--- src/rtl/prio_enc_rr.sv ---
// Registered priority encoder, fixed or round-robin.
// One-deep valid/ready output stage.
module prio_enc_rr #(
  parameter  int N  = 8,
  parameter  int RR = 0,
  localparam int W  = $clog2(N)
) (
  input  logic         clk,
  input  logic         rst_n,
  input  logic         in_valid,
  input  logic [N-1:0] in_req,
  output logic         in_ready,
  output logic         out_valid,
  output logic [W-1:0] out_idx,
  output logic         out_any,
  input  logic         out_ready
);

  logic [W-1:0] ptr;
  logic [W-1:0] fp_idx;
  logic [W-1:0] rr_idx;
  logic [W-1:0] nxt_idx;
  logic [W-1:0] nxt_ptr;
  logic [W-1:0] j;
  logic         rr_hit;
  logic         nxt_any;
  logic         accept;

  assign in_ready = !out_valid || out_ready;
  assign accept   = in_valid && in_ready;
  assign nxt_any  = |in_req;

  always_comb begin
    fp_idx = '0;
    for (int i = 0; i < N; i++)
      if (in_req[i]) fp_idx = W'(i);
  end

  // Walk down from ptr, wrapping from 0 back to N-1.
  always_comb begin
    rr_idx = '0;
    rr_hit = 1'b0;
    j      = '0;
    for (int k = 0; k < N; k++) begin
      j = (int'(ptr) >= k) ? W'(int'(ptr) - k)
                           : W'(int'(ptr) - k + N);
      if (!rr_hit && in_req[j]) begin
        rr_hit = 1'b1;
        rr_idx = j;
      end
    end
  end

  assign nxt_idx = (RR != 0) ? rr_idx : fp_idx;
  assign nxt_ptr = (nxt_idx == '0) ? W'(N - 1)
                                   : nxt_idx - 1'b1;

  always_ff @(posedge clk or negedge rst_n) begin
    if (!rst_n) begin
      out_valid <= 1'b0;
      out_idx   <= '0;
      out_any   <= 1'b0;
      ptr       <= W'(N - 1);
    end else if (accept) begin
      out_valid <= 1'b1;
      out_idx   <= nxt_any ? nxt_idx : '0;
      out_any   <= nxt_any;
      if (RR != 0 && nxt_any)
        ptr <= nxt_ptr;
    end else if (out_ready) begin
      out_valid <= 1'b0;
    end
  end

endmodule

--- config.mk ---
export PLATFORM = sky130hd
export DESIGN_NAME = prio_enc_rr
export DESIGN_NICKNAME = d
export VERILOG_FILES = /design/src/rtl/prio_enc_rr.sv
export SDC_FILE = /design/constraint.sdc
export NUM_CORES = 1
export LEC_CHECK = 0
export CAP_MARGIN = 30
export CELL_PAD_IN_SITES_DETAIL_PLACEMENT = 1
export CELL_PAD_IN_SITES_GLOBAL_PLACEMENT = 1
export CORE_AREA = 2 2 39 41
export CTS_BUF_LIST = sky130_fd_sc_hd__clkbuf_8
export DETAILED_ROUTE_END_ITERATION = 6
export DIE_AREA = 0 0 41 43
export PLACE_DENSITY_LB_ADDON = 0.1
export SLEW_MARGIN = 0
export SYNTH_ARGS = -nofsm -noshare
export SYNTH_HDL_FRONTEND = slang
export SYNTH_SLANG_ARGS = --single-unit
--- constraint.sdc ---
create_clock -name clk -period 1.6 [get_ports clk]
set_clock_uncertainty 0.15 [all_clocks]
set_input_delay 0.48 -clock clk [delete_from_list [all_inputs] [get_ports clk]]
set_output_delay 0.48 -clock clk [all_outputs]
set_load 0.03 [all_outputs]
---- Yosys cells after proc, flatten, opt, wreduce, memory -nomap -nowiden ----
Index checks and enable logic that the tools add are counted.
Widths: inputs -> output; s select.
operators by class
  eq/ne operators ......................... 0
  muxes and demuxes ....................... 10
  shift operators ......................... 0
  divide/modulo/power cells ............... 0
  reductions and logical operators ........ 5
  $add $sub $neg .......................... 0
  multipliers ............................. 0
  $lt $le $gt $ge ......................... 0
  bitwise operators ....................... 0
operators with widths
  kind               count
  $mux 3             5
  $reduce_or 8->1    1
  $mux 2             2
  $mux 1             3
  $reduce_bool 2->1  1
  $logic_and 1x1->1  1
  $logic_not 1->1    1
  $logic_or 1x1->1   1
storage, ports and cells
  flip-flop bits (word level) ............. 5
  bits in writable memories ............... 0
  word-level logic and storage cells ...... 18
  memories kept ........................... 0
  latch bits .............................. 0
  memory bits (read-only) ................. 0
  output and inout bits ................... 6
  input port bits ......................... 12

---- Longest topological paths before layout ----
Gate-level depths: netlist of run 1.
  depth in word-level cells ............... 8
  depth in mapped cells ................... 4
  depth with buffers taken out ............ 4

---- Least setup slack after synthesis of run 1 ----
No wires, ideal clock.
  path type ............................... register -> register
  from .................................... reg out_valid
  to ...................................... reg out_any
  setup slack ............................. 0.103 ns
  arrival time ............................ 1.229 ns
  buffers on the path ..................... 0
  required time ........................... 1.332 ns
  period minus slack after synthesis ...... 1.497 ns
  stages on the path, launching flop included .. 5
  library setup time ...................... 0.118 ns
  cells stage by stage .................... dfrtp_1 nand2b_1 nand2_1 a31oi_1 a21o_1
between the ends
  cells in the longest elaborated chain, start to end .. 3
ends and longest elaborated chain
  element                   RTL line  RTL
  start: declaration        13        output logic out_valid,
  start signal: assignment  60        out_valid <= 1'b0;
  start signal: assignment  65        out_valid <= 1'b1;
  start signal: assignment  71        out_valid <= 1'b0;
  $logic_not 1->1           29        assign in_ready = !out_valid || out_ready;
  $logic_or 1x1->1          29
  named net in_ready        12        output logic in_ready,
  $logic_and 1x1->1         30        assign accept = in_valid && in_ready;
  end signal: assignment    67        out_any <= nxt_any;
  end: declaration          15        output logic out_any,
The timed path passes the listed nets, and every way through them passes these cells.
A chain may end at the register's enable or synchronous reset.

---- Worst setup path in the final report of run 1 ----
  from .................................... in out_ready
  to ...................................... out in_ready
between the ends
  cells in the longest elaborated chain, start to end .. 1
ends and longest elaborated chain
  element             RTL line  RTL
  start: declaration  16        input logic out_ready
  $logic_or 1x1->1    29
  end: declaration    12
No other way between the ends.

==> results of run 1 <==
area by class of cell:
cell class | count | area, sq um
clock buffer | 3 | 41.3
clock inverter | 1 | 3.75
fill | 158 | 867
inverter | 2 | 7.51
multi-input combinational | 19 | 123
sequential | 5 | 125
tap | 16 | 20.0
timing repair buffer | 21 | 196
cells in the mapped netlist (all sizes together):
library cell / instances / share of area [%]
a21oi: 2 / 4.2
nand2: 4 / 6.3
nor2: 2 / 3.1
nor3: 2 / 4.2
o31a: 1 / 4.2
o21ai: 3 / 6.3
nand2b: 2 / 5.2
nor4: 1 / 5.2
a31oi: 1 / 2.6
inv: 2 / 3.1
dfrtp: 5 / 52
a21o: 1 / 3.1
metrics by stage:
| step | power, uW | instances | hold slack [ps] | TNS (ps) | utilization, % |
|---|---|---|---|---|---|
| 2_1_floorplan | 210 | 26 | 34.4 | 0 | - |
| 3_3_place_gp | 278 | 61 | 313 | -811 | 31.0 |
| 3_5_place_dp | 282 | 61 | 324 | -990 | 31.0 |
| 4_1_cts | 523 | 66 | 341 | 0 | 35.6 |
| 5_1_grt | 542 | 67 | 350 | 0 | 37.3 |
| 6_report | 517 | 67 | 328 | 0 | 37.3 |
path summary, 6_finish.rpt:
| kind | from | end | slack, ps | depth (start not counted) |
|---|---|---|---|---|
| min | out_idx[1]$_DFFE_PN0P_ | out_idx[1]$_DFFE_PN0P_ | 330 | 2 |
| max | out_ready | in_ready | 50 | 3 |
| min in group asynchronous | rst_n | out_idx[1]$_DFFE_PN0P_ | 340 | 1 |
| min reg2reg | out_idx[1]$_DFFE_PN0P_ | out_idx[1]$_DFFE_PN0P_ | 330 | 2 |
| max reg2reg | out_valid$_DFFE_PN0P_ | out_any$_DFFE_PN0P_ | 330 | 5 |
| max in group asynchronous | rst_n | out_valid$_DFFE_PN0P_ | 770 | 1 |
state kept, by name, indices dropped and copies added (netlist names):
register / cells
out_idx: 3
out_any: 1
out_valid: 1
kinds of logic (layout without fill, tap and decap cells):
group | after synthesis | count (layout) | share of synthesized area (%)
flip-flops | 5 | 5 | 52.4
AO/OA/AOI/OAI | 8 | 8 | 20.4
AND/OR/NAND/NOR | 11 | 11 | 24.1
buffers and inverters | 2 | 27 | 3.14
worst min-delay path, delay by kind of cell, from the launching register on:
kind,cells,cell delay (ps)
simple gates,1,50
flops,1,330
compound gates,1,60
power breakdown:
part           leakage, uW  switching (uW)  internal [uW]
sequential       0.0000565            10.2            143
combinational     0.000180            71.8           65.5
clock            0.0000269            62.0            164
timing repair:
item                                    4_1_cts  5_1_grt
endpoints found under the setup margin        1        2
resized for setup                             4        5
pin swaps                                     0        1
setup buffers                                 1        1
routing by layer:
metal | GRT usage (%) | wire length (um) | part of all wire (%) | up-vias
li1 | - | - | - | 140
met1 | 9.71 | 307 | 40 | 125
met2 | 16.3 | 404 | 52 | 12
met3 | 0.524 | 61 | 7.9 | 0
met4 | 12.0 | 0 | 0 | 0
met5 | 0 | 0 | 0 | -
==> metrics, run 1 <==
outcome=completed; Max IR drop VDD=0.224 mV; f_max=646 MHz; Arr. time, crit path=920 ps; leakage=0.000263 uW; Max-cap violations=0; Post-Synthesis Cells=26; critical path type=in -> out; Place WS=-298 ps; Antenna Nets Post-Route=0; crit path capture type=output port; grt ovf=0; IO Pins=18; # rows=14; # port buffers=17; Worst-Skew Late Latency=220 ps; HPWL Detailed=579 um; DR WL/cell=11.5 um; clock sinks=5; syn nets=38; Root Driver=clkbuf_8; Hold Fails Final Rpt=0; die area=1760 sq um; most frequent cells in the layout=9 x buf_4, 7 x clkdlybuf4s50_1, 5 x dfrtp_1; WP buf/inv=2; sequential area share after synthesis=52.4%; H-tree Lvls=1; Hold Path Class=reg -> reg; total CTS buffers=3; Placer Congestion=0.727; Initial DRT Pass Iterations=4; Initial Util=17.3%; fin crit period=1550 ps; total wire length=772 um; maximum clock insertion buffer count=2; CTS Hold Bufs=0; dpl cell area=429 sq um; Startpoint Class=primary input; routed vias=277; Synth Cell Area=239 sq um; crit-path max cell delay=170 ps; Die Height=43 um; crit-path cells=clkdlybuf4s15_1 -> nand2b_4 -> buf_6; FF+latch count, synth=5; TritonCTS clock tree=done; setup violation total in the final timing report=0; total core area=1380 sq um; initial antenna violation count=0; final instance area=517 sq um; final max-slew violation count=0; Antenna Cells=0; first-pass GRT wire length=1150 um; period utilisation layout=96.7%; pwr/cell area=1000 nW/um^2; Synth Warn #=0; vias in the first global route=297; Slew headroom=84.1%; Avg Inst Size Synth=9.19 sq um; layout cells sized above 1=31.4%; worst slew pin tran=238 ps; # nets final=64; Setup WS post-layout=52.4 ps; Vias/cell=4.13; Worst path slowest cell=clkdlybuf4s15_1; Max Fanout on Critical Path=2; Residual DRC=0; CTS clk-pin slew, worst paths=40 ps; largest net degree at the start of global routing=9; most common cell after layout, fill and taps aside=buf_4; die width=41 um; DRT iter0 DRCs=3; Critical Path RT=970 ps; global-route usage over all layers=10.2%; area delta synth->final=116%; cell family with most CP delay=buffers and inverters; RSZ-0062 raised after global routing=false; post-synthesis cell type count=12
Power figures use the tool's default switching activity.
==> run 2: changes to the inputs <==
- GPL_TIMING_DRIVEN: not set -> 0
==> metrics, run 2 (synthesized netlist as in run 1, its figures left out) <==
Sw Share=27.4%; leakage=0.000252 uW; total core area=1380 sq um; total wire length=705 um; Root Driver=clkbuf_8; sequential share of power=30.2%; clock sinks=5; Antenna Nets Post-Route=0; pwr/cell area=998 nW/um^2; WHS=329 ps; Critical Path RT=970 ps; Sw Pwr=138 uW; fin crit period=1560 ps; Initial DRT Pass Iterations=2; critical hold path startpoint=out_idx[2]$_DFFE_PN0P_; Hold Path Class=reg -> reg; H-tree Lvls=1; setup violation total in the final timing report=0; Max Fanout on Critical Path=2; Vias/cell=4.31; crit path launch=out_idx[0]$_DFFE_PN0P_; Max IR drop VDD=0.280 mV; Residual DRC=0; WP buf/inv=1; Max-cap violations=0; Arr. time, crit path=930 ps; cell family with most CP delay=flip-flops; DR WL/cell=10.8 um; maximum clock insertion buffer count=2; die width=41 um; largest net degree at the start of global routing=9; CTS Hold Bufs=0; Hold Fails Final Rpt=0; Setup WS post-layout=36.0 ps; critical path type=reg -> out; global-route usage over all layers=9.58%; Initial Util=17.3%; # rows=14; total CTS buffers=3; Internal Power=365 uW; IO Pins=18; crit-path cells=clkdlybuf4s15_1; Logic pwr share=25.3%; Die Height=43 um; Place WS=-769 ps; f_max=639 MHz; DRT iter0 DRCs=1; Startpoint Class=register; first-pass GRT wire length=1120 um; most frequent cells in the layout=7 x clkdlybuf4s50_1, 5 x dfrtp_1, 4 x nand2_1; TritonCTS clock tree=done; layout cells sized above 1=22.4%; period utilisation layout=97.7%; routed vias=280; worst slew pin tran=299 ps; Slew headroom=80.2%; # nets final=62; Worst path slowest cell=dfrtp_1; # port buffers=17; RSZ-0062 raised after global routing=false; grt ovf=0; most common cell after layout, fill and taps aside=clkdlybuf4s50_1; max reg flops=3; outcome=completed; clock share of power=44.5%; Placer Congestion=0.664; vias in the first global route=271; area delta synth->final=110%; crit path capture type=output port; initial antenna violation count=0; registers with the most flip-flops=out_idx: 3 flops, out_any: 1 flops, out_valid: 1 flops; Antenna Cells=0; R2R Path Start=out_valid$_DFFE_PN0P_; CTS clk-pin slew, worst paths=40 ps; most flop-heavy register=out_idx; die area=1760 sq um; crit-path max cell delay=370 ps; Worst-Skew Late Latency=220 ps; final max-slew violation count=0
-- run 2: per-stage QoR --
| stage | setup TNS [ps] | cells | power (uW) | cell area [sq um] | utilization (%) |
|---|---|---|---|---|---|
| final | 0 | 65 | 502 | 503 | 36.3 |
| after global routing | 0 | 65 | 537 | 503 | 36.3 |
| after CTS | -268 | 64 | 502 | 477 | 34.4 |
| after detailed placement | -1530 | 59 | 285 | 429 | 31.0 |
| after global placement | -1390 | 59 | 281 | 429 | 31.0 |
| after floorplan | 0 | 26 | 210 | 239 | - |
-- run 2: worst paths after layout --
| check | slack (ps) | to | depth (start not counted) |
|---|---|---|---|
| setup / recovery | 40 | out_idx[0] | 1 |
| hold / removal | 330 | out_idx[2]$_DFFE_PN0P_ | 2 |
| setup reg to reg | 340 | out_any$_DFFE_PN0P_ | 5 |
| hold reg to reg | 330 | out_idx[2]$_DFFE_PN0P_ | 2 |
| max in group asynchronous | 770 | out_idx[2]$_DFFE_PN0P_ | 1 |
| min in group asynchronous | 340 | out_idx[0]$_DFFE_PN0P_ | 1 |
-- run 2: power by group through the flow --
stage | clock network [uW] | registers [uW] | logic, uW
after floorplan | 0 | 183 | 27.2
after global placement | 0 | 151 | 130
after detailed placement | 0 | 152 | 133
after CTS | 229 | 151 | 123
after global routing | 244 | 154 | 139
final | 223 | 152 | 127
-- run 2: layout make-up --
cell class | count | area (sq um)
fill | 163 | 881
timing repair buffer | 19 | 183
sequential | 5 | 125
multi-input combinational | 19 | 123
clock buffer | 3 | 41.3
tap | 16 | 20.0
inverter | 2 | 7.51
clock inverter | 1 | 3.75
-- run 2: what timing repair did --
item | CTS | global route
pin swaps | 2 | 1
resized for setup | 14 | 11
cloned | 0 | 0
endpoints found under the setup margin | 7 | 8
setup buffers | 1 | 1
-- run 2: layer usage --
layer	wire, um	GRT usage (%)	vias to the layer above	share of wire [%]
met2	350	13.8	12	50
met3	73	2.09	0	10
met4	0	8.00	0	0
met1	281	11.4	130	40
met5	0	0	-	0
li1	-	-	138	-
